`src/rtl/dff_bank_write_arbiter_if.sv`:
```
// Bundle between requesters and the register-bank write arbiter.
// Ports: req/wdata from requesters; grant/owner/busy/load/ld_data back.
interface dff_bank_write_arbiter_if #(
   parameter int NREQ  = 4,
   parameter int WIDTH = 8
);

   localparam int OW = $clog2(NREQ);

   logic [NREQ-1:0]       req;
   logic [NREQ*WIDTH-1:0] wdata;
   logic [NREQ-1:0]       grant;
   logic [OW-1:0]         owner;
   logic                  busy;
   logic                  load;
   logic [WIDTH-1:0]      ld_data;

   modport master (
      output req,
      output wdata,
      input  grant,
      input  owner,
      input  busy,
      input  load,
      input  ld_data
   );

   modport slave (
      input  req,
      input  wdata,
      output grant,
      output owner,
      output busy,
      output load,
      output ld_data
   );

endinterface

```
`src/rtl/dff_bank_write_arbiter.sv`:
```
// Round-robin owner of a shared register-bank write port.
// Ports: clock, clear (sync active-low), bus (slave side of the bundle).
module dff_bank_write_arbiter #(
   parameter int NREQ     = 4,
   parameter int WIDTH    = 8,
   parameter int MAX_HOLD = 4
) (
   input  logic clock,
   input  logic clear,
   dff_bank_write_arbiter_if.slave bus
);

   localparam int OW = $clog2(NREQ);
   localparam int HW = $clog2(MAX_HOLD + 1);

   localparam logic [HW-1:0] HOLD_MAX = HW'(MAX_HOLD);
   localparam logic [HW-1:0] HOLD_ONE = HW'(1);
   localparam logic [OW-1:0] LAST    = OW'(NREQ - 1);

   typedef enum logic [1:0] {
      IDLE,
      GRANT,
      RELEASE
   } state_t;

   state_t          state;
   logic [NREQ-1:0] grant_q;
   logic [OW-1:0]   owner_q;
   logic            busy_q;
   logic [HW-1:0]   hold_q;
   logic [OW-1:0]   ptr_q;

   logic            pick_ok;
   logic [OW-1:0]   pick;
   logic [OW-1:0]   ptr_next;
   logic [NREQ-1:0] pick_onehot;
   logic            owner_req;
   logic            load;
   int              idx;

   // Cyclic scan starting at the priority pointer; first hit wins.
   always_comb begin
      pick_ok = 1'b0;
      pick    = '0;
      idx     = 0;
      for (int k = 0; k < NREQ; k++) begin
         idx = int'(ptr_q) + k;
         if (idx >= NREQ) begin
            idx = idx - NREQ;
         end
         if (!pick_ok && bus.req[idx]) begin
            pick_ok = 1'b1;
            pick    = OW'(idx);
         end
      end
   end

   always_comb begin
      pick_onehot = '0;
      pick_onehot[pick] = 1'b1;
   end

   // Pointer moves just past the owner that is letting go.
   assign ptr_next = (owner_q == LAST) ? '0 : owner_q + OW'(1);

   assign owner_req = bus.req[owner_q];

   always_ff @(posedge clock) begin
      if (!clear) begin
         state   <= IDLE;
         grant_q <= '0;
         owner_q <= '0;
         busy_q  <= 1'b0;
         hold_q  <= '0;
         ptr_q   <= '0;
      end else begin
         unique case (state)
            IDLE, RELEASE: begin
               if (pick_ok) begin
                  state   <= GRANT;
                  grant_q <= pick_onehot;
                  owner_q <= pick;
                  busy_q  <= 1'b1;
                  hold_q  <= HOLD_ONE;
               end else begin
                  state   <= IDLE;
                  grant_q <= '0;
                  busy_q  <= 1'b0;
                  hold_q  <= '0;
               end
            end
            GRANT: begin
               if (!owner_req || hold_q == HOLD_MAX) begin
                  state   <= RELEASE;
                  grant_q <= '0;
                  busy_q  <= 1'b1;
                  hold_q  <= '0;
                  ptr_q   <= ptr_next;
               end else begin
                  hold_q  <= hold_q + HOLD_ONE;
               end
            end
            default: begin
               state   <= IDLE;
               grant_q <= '0;
               busy_q  <= 1'b0;
               hold_q  <= '0;
            end
         endcase
      end
   end

   // Write strobe follows the owner's live request so a dropped
   // request suppresses the write in that same cycle.
   assign load = (state == GRANT) && owner_req;

   assign bus.grant   = grant_q;
   assign bus.owner   = owner_q;
   assign bus.busy    = busy_q;
   assign bus.load    = load;
   assign bus.ld_data = load
                      ? bus.wdata[int'(owner_q)*WIDTH +: WIDTH]
                      : '0;

endmodule

```
`src/flat_wrapper.sv`:
```
// flat-port wrapper written by rule: the top's interface ports become plain ports
module dff_bank_write_arbiter_flat 
#(
   parameter int NREQ     = 4,
   parameter int WIDTH    = 8,
   parameter int MAX_HOLD = 4
)
  (clock, clear, bus_req, bus_wdata, bus_grant, bus_owner, bus_busy, bus_load, bus_ld_data);
  dff_bank_write_arbiter_if #(.NREQ(NREQ), .WIDTH(WIDTH)) bus_i ();
  input  logic clock;
  input  logic clear;
  input wire logic [$bits(bus_i.req)-1:0] bus_req;
  input wire logic [$bits(bus_i.wdata)-1:0] bus_wdata;
  output wire logic [$bits(bus_i.grant)-1:0] bus_grant;
  output wire logic [$bits(bus_i.owner)-1:0] bus_owner;
  output wire logic [$bits(bus_i.busy)-1:0] bus_busy;
  output wire logic [$bits(bus_i.load)-1:0] bus_load;
  output wire logic [$bits(bus_i.ld_data)-1:0] bus_ld_data;
  assign bus_i.req = bus_req;
  assign bus_i.wdata = bus_wdata;
  assign bus_grant = bus_i.grant;
  assign bus_owner = bus_i.owner;
  assign bus_busy = bus_i.busy;
  assign bus_load = bus_i.load;
  assign bus_ld_data = bus_i.ld_data;
  dff_bank_write_arbiter #(.NREQ(NREQ), .WIDTH(WIDTH), .MAX_HOLD(MAX_HOLD)) u_core (.clock(clock), .clear(clear), .bus(bus_i));
endmodule
```
`config.mk`:
```
export PLATFORM = sky130hd
export DESIGN_NAME = dff_bank_write_arbiter_flat
export DESIGN_NICKNAME = d
export VERILOG_FILES = /design/src/rtl/dff_bank_write_arbiter_if.sv /design/src/rtl/dff_bank_write_arbiter.sv /design/src/flat_wrapper.sv
export SDC_FILE = /design/constraint.sdc
export NUM_CORES = 1
export LEC_CHECK = 0
export ABC_AREA = 0
export CAP_MARGIN = 20
export CORE_UTILIZATION = 39
export CTS_CLUSTER_DIAMETER = 30
export DETAILED_ROUTE_END_ITERATION = 8
export GPL_TIMING_DRIVEN = 0
export HOLD_SLACK_MARGIN = 0.06
export PLACE_DENSITY_LB_ADDON = 0.1
export SYNTH_ARGS = -nofsm -noshare
export SYNTH_HDL_FRONTEND = slang
export SYNTH_SLANG_ARGS = --single-unit
```
`constraint.sdc`:
```
create_clock -name clock -period 3.58 [get_ports clock]
set_clock_uncertainty 0.05 [all_clocks]
set_input_delay 0.358 -clock clock [delete_from_list [all_inputs] [get_ports clock]]
set_output_delay 0.358 -clock clock [all_outputs]
set_load 0.02 [all_outputs]
```
* After elaboration in Yosys (flattened, before gate mapping)
Index checks and enable logic that the tools add are counted.
** Word-level totals
- Memories :: 0
- Latch bits :: 0
- Word-level logic and storage cells :: 88
- Memory bits (writable) :: 0
- Register bits :: 14
- Output and inout bits :: 16
- Input bits :: 38
- ROM bits :: 0
** Cells by class
- $lt $le $gt $ge :: 11
- Mux-type cells :: 42
- Multipliers :: 0
- Divide/modulo/power cells :: 0
- Add/subtract/negate cells :: 9
- Bitwise operators :: 0
- Eq/ne operators :: 5
- Reduce and logical (&&, ||, !) cells :: 14
- Shifts and indexed selects :: 1
** Operator list (count)
- $lt A32 B4 Y1 const B :: 4
- $mux W32 :: 4
- $ge A32 B4 Y1 const B :: 3
- $sub A32 B4 Y32 const B :: 3
- $shiftx A32 B6 Y8 :: 1
- $mux W1 :: 18
- $mux W2 :: 6
- $bmux W1 S2 :: 5
- $mux W4 :: 2
- $mux W8 :: 1
- $pmux W4 S2 :: 1
- $add A2 B2 Y3 const B :: 2
- $lt A2 B3 Y1 const B :: 2
- $pmux W3 S2 :: 1
- $logic_and A1 B1 Y1 :: 5
- $eq A2 B2 Y1 const B :: 2
- $logic_not A1 Y1 :: 4
- $pmux W2 S2 :: 1
- $reduce_and A2 Y1 :: 2
- $sub A2 B3 Y4 const B :: 1
- $add A2 B1 Y3 const B :: 1
- $add A3 B1 Y3 const B :: 1
- $eq A3 B3 Y1 const B :: 1
- $ge A2 B3 Y1 const B :: 1
- other kinds (10) :: 10

* Logic depth before layout (Yosys ltp)
Gate-level depths: netlist of run 1.
- Word-level depth :: 21
- Mapped depth :: 6
- Gate-level depth less buffers :: 6

* Least setup slack after synthesis of run 1
Ideal clock, no wire load.
- Path type :: register to output
- Start point :: register u_core.owner_q[0] (netlist: u_core.bus.owner[0])
- End point :: output bus_ld_data[0]
- Path buffers :: 1
- Arrival :: 1.569 ns
- Cell stages (with the launch flop) :: 4
- Slack :: 1.603 ns
- Required time :: 3.172 ns
- Path through :: dfxtp_1 > buf_2 > mux4_2 > and3_1
** Between the ends
- Word-level cells in the longest chain between the ends :: 4
** RTL lines
- from (decl) :: line dff_bank_write_arbiter.sv:28 : logic [OW-1:0] owner_q;
- from (signal assigned) :: line dff_bank_write_arbiter.sv:82 : owner_q <= pick;
- branches (longest 3 deep; another with $shiftx A32 B6 Y8)
- $mux W8 (*) :: line dff_bank_write_arbiter.sv:122 : ? bus.wdata[int'(owner_q)*WIDTH +: WIDTH]
- to (decl) :: line flat_wrapper.sv:18 : output wire logic [$bits(bus_i.ld_data)-1:0] bus_ld_data;
Every way passes the cells marked *. The select of a mux whose other input is x is not followed.

* Worst setup path after layout of run 1
- Start point :: register u_core.owner_q[0] (netlist: u_core.bus.owner[0])
- End point :: output bus_ld_data[3]
Same word-level chain as after synthesis.

==> flow_metrics.tcl, run 1 <==
set metrics [dict create \
    cts_resized 0 \
    drtAntennaViolNets 0 \
    yosysTopAreaCell "dfxtp_1" \
    clock_sinks 14 \
    slew_headroom_pct 75.2 \
    globalRouteTotalUtil_pct 21.9 \
    slew_violations 0 \
    utilization_pct 68.5 \
    ir_drop_v 0.000293 \
    final_nets 188 \
    clkPwrFrac_pct 21.7 \
    avgSynthCellArea_sq_um 10.1 \
    antenna_found_initial 0 \
    maxCapViolCount 0 \
    cts_max_level 1 \
    yosysMostFrequentCell "dfxtp_1" \
    clkLatencyLatePin_ns 0.28 \
    worst_pin_slew_ns 0.371 \
    cts_root_buffer "clkbuf_4" \
    cts_hold_repair.buffers 0 \
    viasPerCell 5.14 \
    fin_crit_sh_pct 75.1 \
    synth_edf_count 0 \
    fmax_mhz 372 \
    grt_pass1_wl_um 4110 \
    path_cells "buf_2 > mux4_2 > and3_1 > clkdlybuf4s50_1" \
    finalHoldViolCount 0 \
    cts_tree "built" \
    period_needed_ns 2.69 \
    crit_type "reg -> out" \
    endpoint_kind "output pin" \
    crit_slowest_cell "mux4_2" \
    finalPower_uw 506 \
    die_x_um 50.0 \
    io_pins 54 \
    numCtsBuffers 3 \
    p_sw_share_pct 29.8 \
    pre_cts_slack_ns 0.976 \
    synth-seq-cells 14 \
    postRouteWirelength_um 2430 \
    outcome "finished, final reports clean" \
    combPwrFrac_pct 42.3 \
    hold_path.class "reg -> reg" \
    powerDensity_nw_per_um2 337 \
    gp_congestion 0.716 \
    ys_async_sr_fraction_pct 0 \
    synthTopCellsByCount "14 x dfxtp_1, 9 x mux4_2, 8 x and3_1, 6 x nand2_1, 5 x inv_1" \
    die_area_sq_um 2500 \
    yosysWarnings 0 \
    ys.flop_type "dfxtp_1" \
    synth_cells 89 \
    arrival_ns 2.28 \
    drive_above_1_share_pct 13.0 \
    setup_violations 0 \
    post-cts-setup-buffer-count 0 \
    path_max_fanout 10 \
    hpwl_um 1980 \
    first_pass_iters 4 \
    setup_tns_ns 0 \
    synthToLayoutAreaGrowth_pct 67.0 \
    leakage_nw 0.571 \
    die_y_um 50.0 \
    rsz0062_at_grt "false" \
    synthesis.nets 130 \
    pwr-share-seq_pct 36.0 \
    grt_max_degree 11 \
    clk_pin_slew_ns 0.08 \
    intPower_uw 355 \
    vias 895 \
    wl_per_cell_um 14.0 \
    fin_ws_ns 0.893 \
    ys_types 30 \
    synth_area_sq_um 898 \
    p_sw_uw 151 \
    core.rowCount 17 \
    core_sq_um 2190 \
    yosysTopAreaCellShare_pct 31.2 \
    cts_buffer_depth 2 \
    yosysSeqAreaShare_pct 31.2 \
    initial_core_util_pct 41.0 \
    diodes 0 \
    io_buffers 53 \
    grt_pass1_vias 903 \
    worst_ep_required_time_ns 3.17 \
    start_kind "flip-flop" \
    drc 0 \
    slowest_delay_ns 0.53 \
    gr-total-overflow 0 \
    dr.first_iter.drc_count 21 \
    netlist_top_cells_area "dfxtp_1 31%, mux4_2 23%, and3_1 5.6%, ha_1 4.2%, nor2b_1 2.8%" \
]
## flip-flops by register name (all words and copies together) (netlist names)
register and cells:
u_core.state 2, u_core.hold_q 3, u_core.bus.owner 2, u_core.ptr_q 2
u_core.bus.busy 1, u_core.bus.grant 4
## per-stage QoR
step | hold WS (ns) | instance area (sq um) | cells
2_1_floorplan | 0.404 | 898 | 89
3_3_place_gp | 0.400 | 1460 | 170
3_5_place_dp | 0.399 | 1460 | 170
6_report | 0.414 | 1500 | 174
4_1_cts | 0.418 | 1500 | 174
5_1_grt | 0.440 | 1500 | 174
## cell usage in the layout (no fill, tap or decap), drive strengths merged, types with 4 or more instances in the layout
master / n
clkdlybuf4s50: 53
nor2b: 4
dfxtp: 14
o21ai: 4
mux4: 9
clkbuf: 6
and2: 4
inv: 5
and3: 9
nor2: 4
nand2: 6
## final cells by class
class	count	area, sq um
fill	162	691
multi-input combinational	66	582
timing repair buffer	53	531
sequential	14	280
clock buffer	4	36.3
tap	28	35.0
inverter	5	18.8
buffer	4	17.5
## power by group through the flow
stage / Combinational, mW / Sequential, mW / Clock (mW)
after floorplan: 0.108 / 0.193 / 0
after global placement: 0.209 / 0.185 / 0
after detailed placement: 0.214 / 0.186 / 0
after CTS: 0.214 / 0.182 / 0.113
after global routing: 0.232 / 0.184 / 0.121
final: 0.214 / 0.182 / 0.110
## layer usage
| metal | wire, um | up-vias | global-route usage [%] |
|---|---|---|---|
| met3 | 134 | 4 | 4.01 |
| met4 | 23 | 0 | 7.14 |
| met2 | 1220 | 32 | 38.0 |
| met1 | 1050 | 408 | 26.9 |
| met5 | 0 | - | 0 |
| li1 | - | 451 | - |
## worst max-delay path, delay by kind of cell, from the launching register on
family	cells	cell delay, ns
buf+inv	2	0.86
flops	1	0.40
mux	1	0.53
simple gates	1	0.20
## final timing paths
check                            from                   to  slack (ns)  cells after the start
hold / removal    u_core.bus.grant[3]  u_core.bus.grant[3]        0.41                      2
setup reg to reg  u_core.bus.owner[1]  u_core.bus.grant[0]        1.77                      5
hold reg to reg   u_core.bus.grant[3]  u_core.bus.grant[3]        0.41                      2
setup / recovery  u_core.bus.owner[0]       bus_ld_data[3]        0.89                      4
## logic make-up after synthesis
logic type      Yosys count  synth area share, %
flops                    14                 31.2
buf+inv                   9                 4.04
mux                       9                 22.6
fa+ha+maj                 3                 4.18
simple gates             34                 21.3
compound gates           19                 15.7
xor+xnor                  1                0.975
Note: power is estimated with default switching activity, not from simulation.
==> inputs of run 2 (changes only) <==
CORE_UTILIZATION = 33   (was 39)
clock period = 2.3 ns   (was 3.58 ns; I/O delays follow)
==> flow_metrics.tcl, run 2 (synthesized netlist as in run 1, its figures left out) <==
set metrics [dict create \
    die_area_sq_um 2930 \
    cts_max_level 1 \
    drtAntennaViolNets 0 \
    worstReg2RegEnd "u_core.bus.grant[2]" \
    fmax_mhz 443 \
    dr.first_iter.drc_count 16 \
    clk_pin_slew_ns 0.08 \
    slowest_delay_ns 0.54 \
    powerDensity_nw_per_um2 526 \
    crit_slowest_cell "mux4_2" \
    period_needed_ns 2.26 \
    dp_cells 172 \
    crit_type "in -> out" \
    worst_pin_slew_ns 0.387 \
    die_y_um 54.2 \
    cts_tree "built" \
    largest_reg_flops 4 \
    path_max_fanout 5 \
    final_cell_count_no_fill 178 \
    min_to "u_core.bus.grant[3]" \
    finalPower_uw 799 \
    gr-total-overflow 0 \
    final_nets 190 \
    grt_pass1_vias 881 \
    worst_hold_startpoint "u_core.bus.grant[3]" \
    die_x_um 54.2 \
    drc 0 \
    drive_above_1_share_pct 15.5 \
    initial_core_util_pct 35.6 \
    grt_pass1_wl_um 4020 \
    postRouteWirelength_um 2570 \
    synthToLayoutAreaGrowth_pct 69.1 \
    reg2reg_slack_ns 0.63 \
    slew_violations 0 \
    endpoint_kind "output pin" \
    arrival_ns 1.98 \
    wl_per_cell_um 14.5 \
    clkLatencyLatePin_ns 0.28 \
    clock_sinks 14 \
    crit_top_cell "clkdlybuf4s50_1" \
    rsz0062_at_grt "false" \
    numCtsBuffers 3 \
    worst_ep_required_time_ns 2.02 \
    globalRouteTotalUtil_pct 19.3 \
    path_cells "clkdlybuf4s50_1 > mux4_2 > and2_4 > clkdlybuf4s50_1" \
    final_cell_mix "45 x clkdlybuf4s50_1, 13 x dfxtp_1, 9 x mux4_2" \
    gp_congestion 0.739 \
    layout_commonest_cell "clkdlybuf4s50_1" \
    hold_path_depth 2 \
    fin_crit_sh_pct 98.2 \
    vias 925 \
    finalHoldViolCount 0 \
    start_kind "primary input" \
    antenna_found_initial 0 \
    io_buffers 53 \
    cts_buffer_depth 2 \
    hold_path.class "reg -> reg" \
    grt_max_degree 11 \
    cts_root_buffer "clkbuf_4" \
    first_pass_iters 4 \
    core.rowCount 18 \
    r2r-start "u_core.bus.owner[0]" \
    setup_violations 0 \
    worst-path-buf-inv 2 \
    slew_headroom_pct 73.9 \
    core_sq_um 2520 \
    leakage_nw 0.620 \
    finalHoldWorstSlack_ns 0.416 \
    hpwl_um 2000 \
    reg2reg_depth 4 \
    cp_top_family "buffers and inverters" \
    io_pins 54 \
    ir_drop_v 0.000526 \
    fillers 235 \
    maxCapViolCount 0 \
    outcome "finished, final reports clean" \
    viasPerCell 5.20 \
    diodes 0 \
]
-- run 2: cell count changes in the layout (fill, tap and decap cells not counted), sizes merged --
cell           delta
dlygate4sd2       +8
clkdlybuf4s50     -8
buf               +2
-- run 2: how the worst max path moves through the flow --
| stage | start | endpoint | slack, ns | cells past startpoint |
|---|---|---|---|---|
| floorplan | u_core.bus.owner[0] | bus_ld_data[0] | 0.45 | 3 |
| global placement | bus_req[3] | bus_load | -0.05 | 4 |
| detailed placement | bus_req[0] | bus_ld_data[6] | -0.07 | 4 |
| CTS | bus_req[0] | bus_load | 0.03 | 4 |
| global route | bus_req[0] | bus_load | 0.0002 | 4 |
| finish | bus_req[0] | bus_load | 0.04 | 4 |
-- run 2: power by group --
| part | internal (mW) | total, mW | leakage, nW | switching [mW] |
|---|---|---|---|---|
| combinational | 0.191 | 0.334 | 0.484 | 0.143 |
| clock | 0.0963 | 0.179 | 0.0210 | 0.0826 |
| sequential | 0.267 | 0.286 | 0.115 | 0.0189 |
| total | 0.555 | 0.799 | 0.620 | 0.244 |
-- run 2: per-layer routing --
metal	up-vias	track usage, %	wire, um
met3	2	4.80	164
li1	457	-	-
met5	-	0	0
met2	36	34.1	1240
met4	0	5.13	17
met1	430	22.8	1150
-- run 2: layout make-up --
cell class / instances / area [sq um] / area share (%)
multi-input cells: 66 / 582 / 38.3
repair buffers: 55 / 536 / 35.3
flip-flops and latches: 14 / 282 / 18.5
well taps: 30 / 37.5 / 2.47
clock buffers: 4 / 36.3 / 2.39
plain buffers: 4 / 27.5 / 1.81
inverters: 5 / 18.8 / 1.24
-- run 2: through the flow --
stage / setup WS [ns] / area [sq um] / TNS (ns) / utilization, %
after floorplan: 0.451 / 898 / 0 / -
after global placement: -0.0521 / 1470 / -0.391 / 58.1
after detailed placement: -0.0691 / 1470 / -0.516 / 58.1
after CTS: 0.0348 / 1520 / 0 / 60.2
after global routing: 0.000173 / 1520 / 0 / 60.2
final: 0.0404 / 1520 / 0 / 60.2
-- run 2: worst reg2reg max path: stages, from the launching register on --
cell	delay, ns
dfxtp_2	0.39
mux4_2	0.57
and2_4	0.19
and3_4	0.18
a32o_1	0.19
-- run 2: what timing repair did --
item / 4_1_cts / 5_1_grt
gates resized for setup: 12 / 2
hold buffers: 0 / 0
setup buffers: 2 / 0
endpoints found under the hold margin: 0 / 0
setup endpoints to repair: 9 / 1
==> inputs of run 3 (changes only) <==
CAP_MARGIN = 15   (was 20)
==> results of run 3 <==
The final DEF is identical to that of run 2; final timing and power are the same.
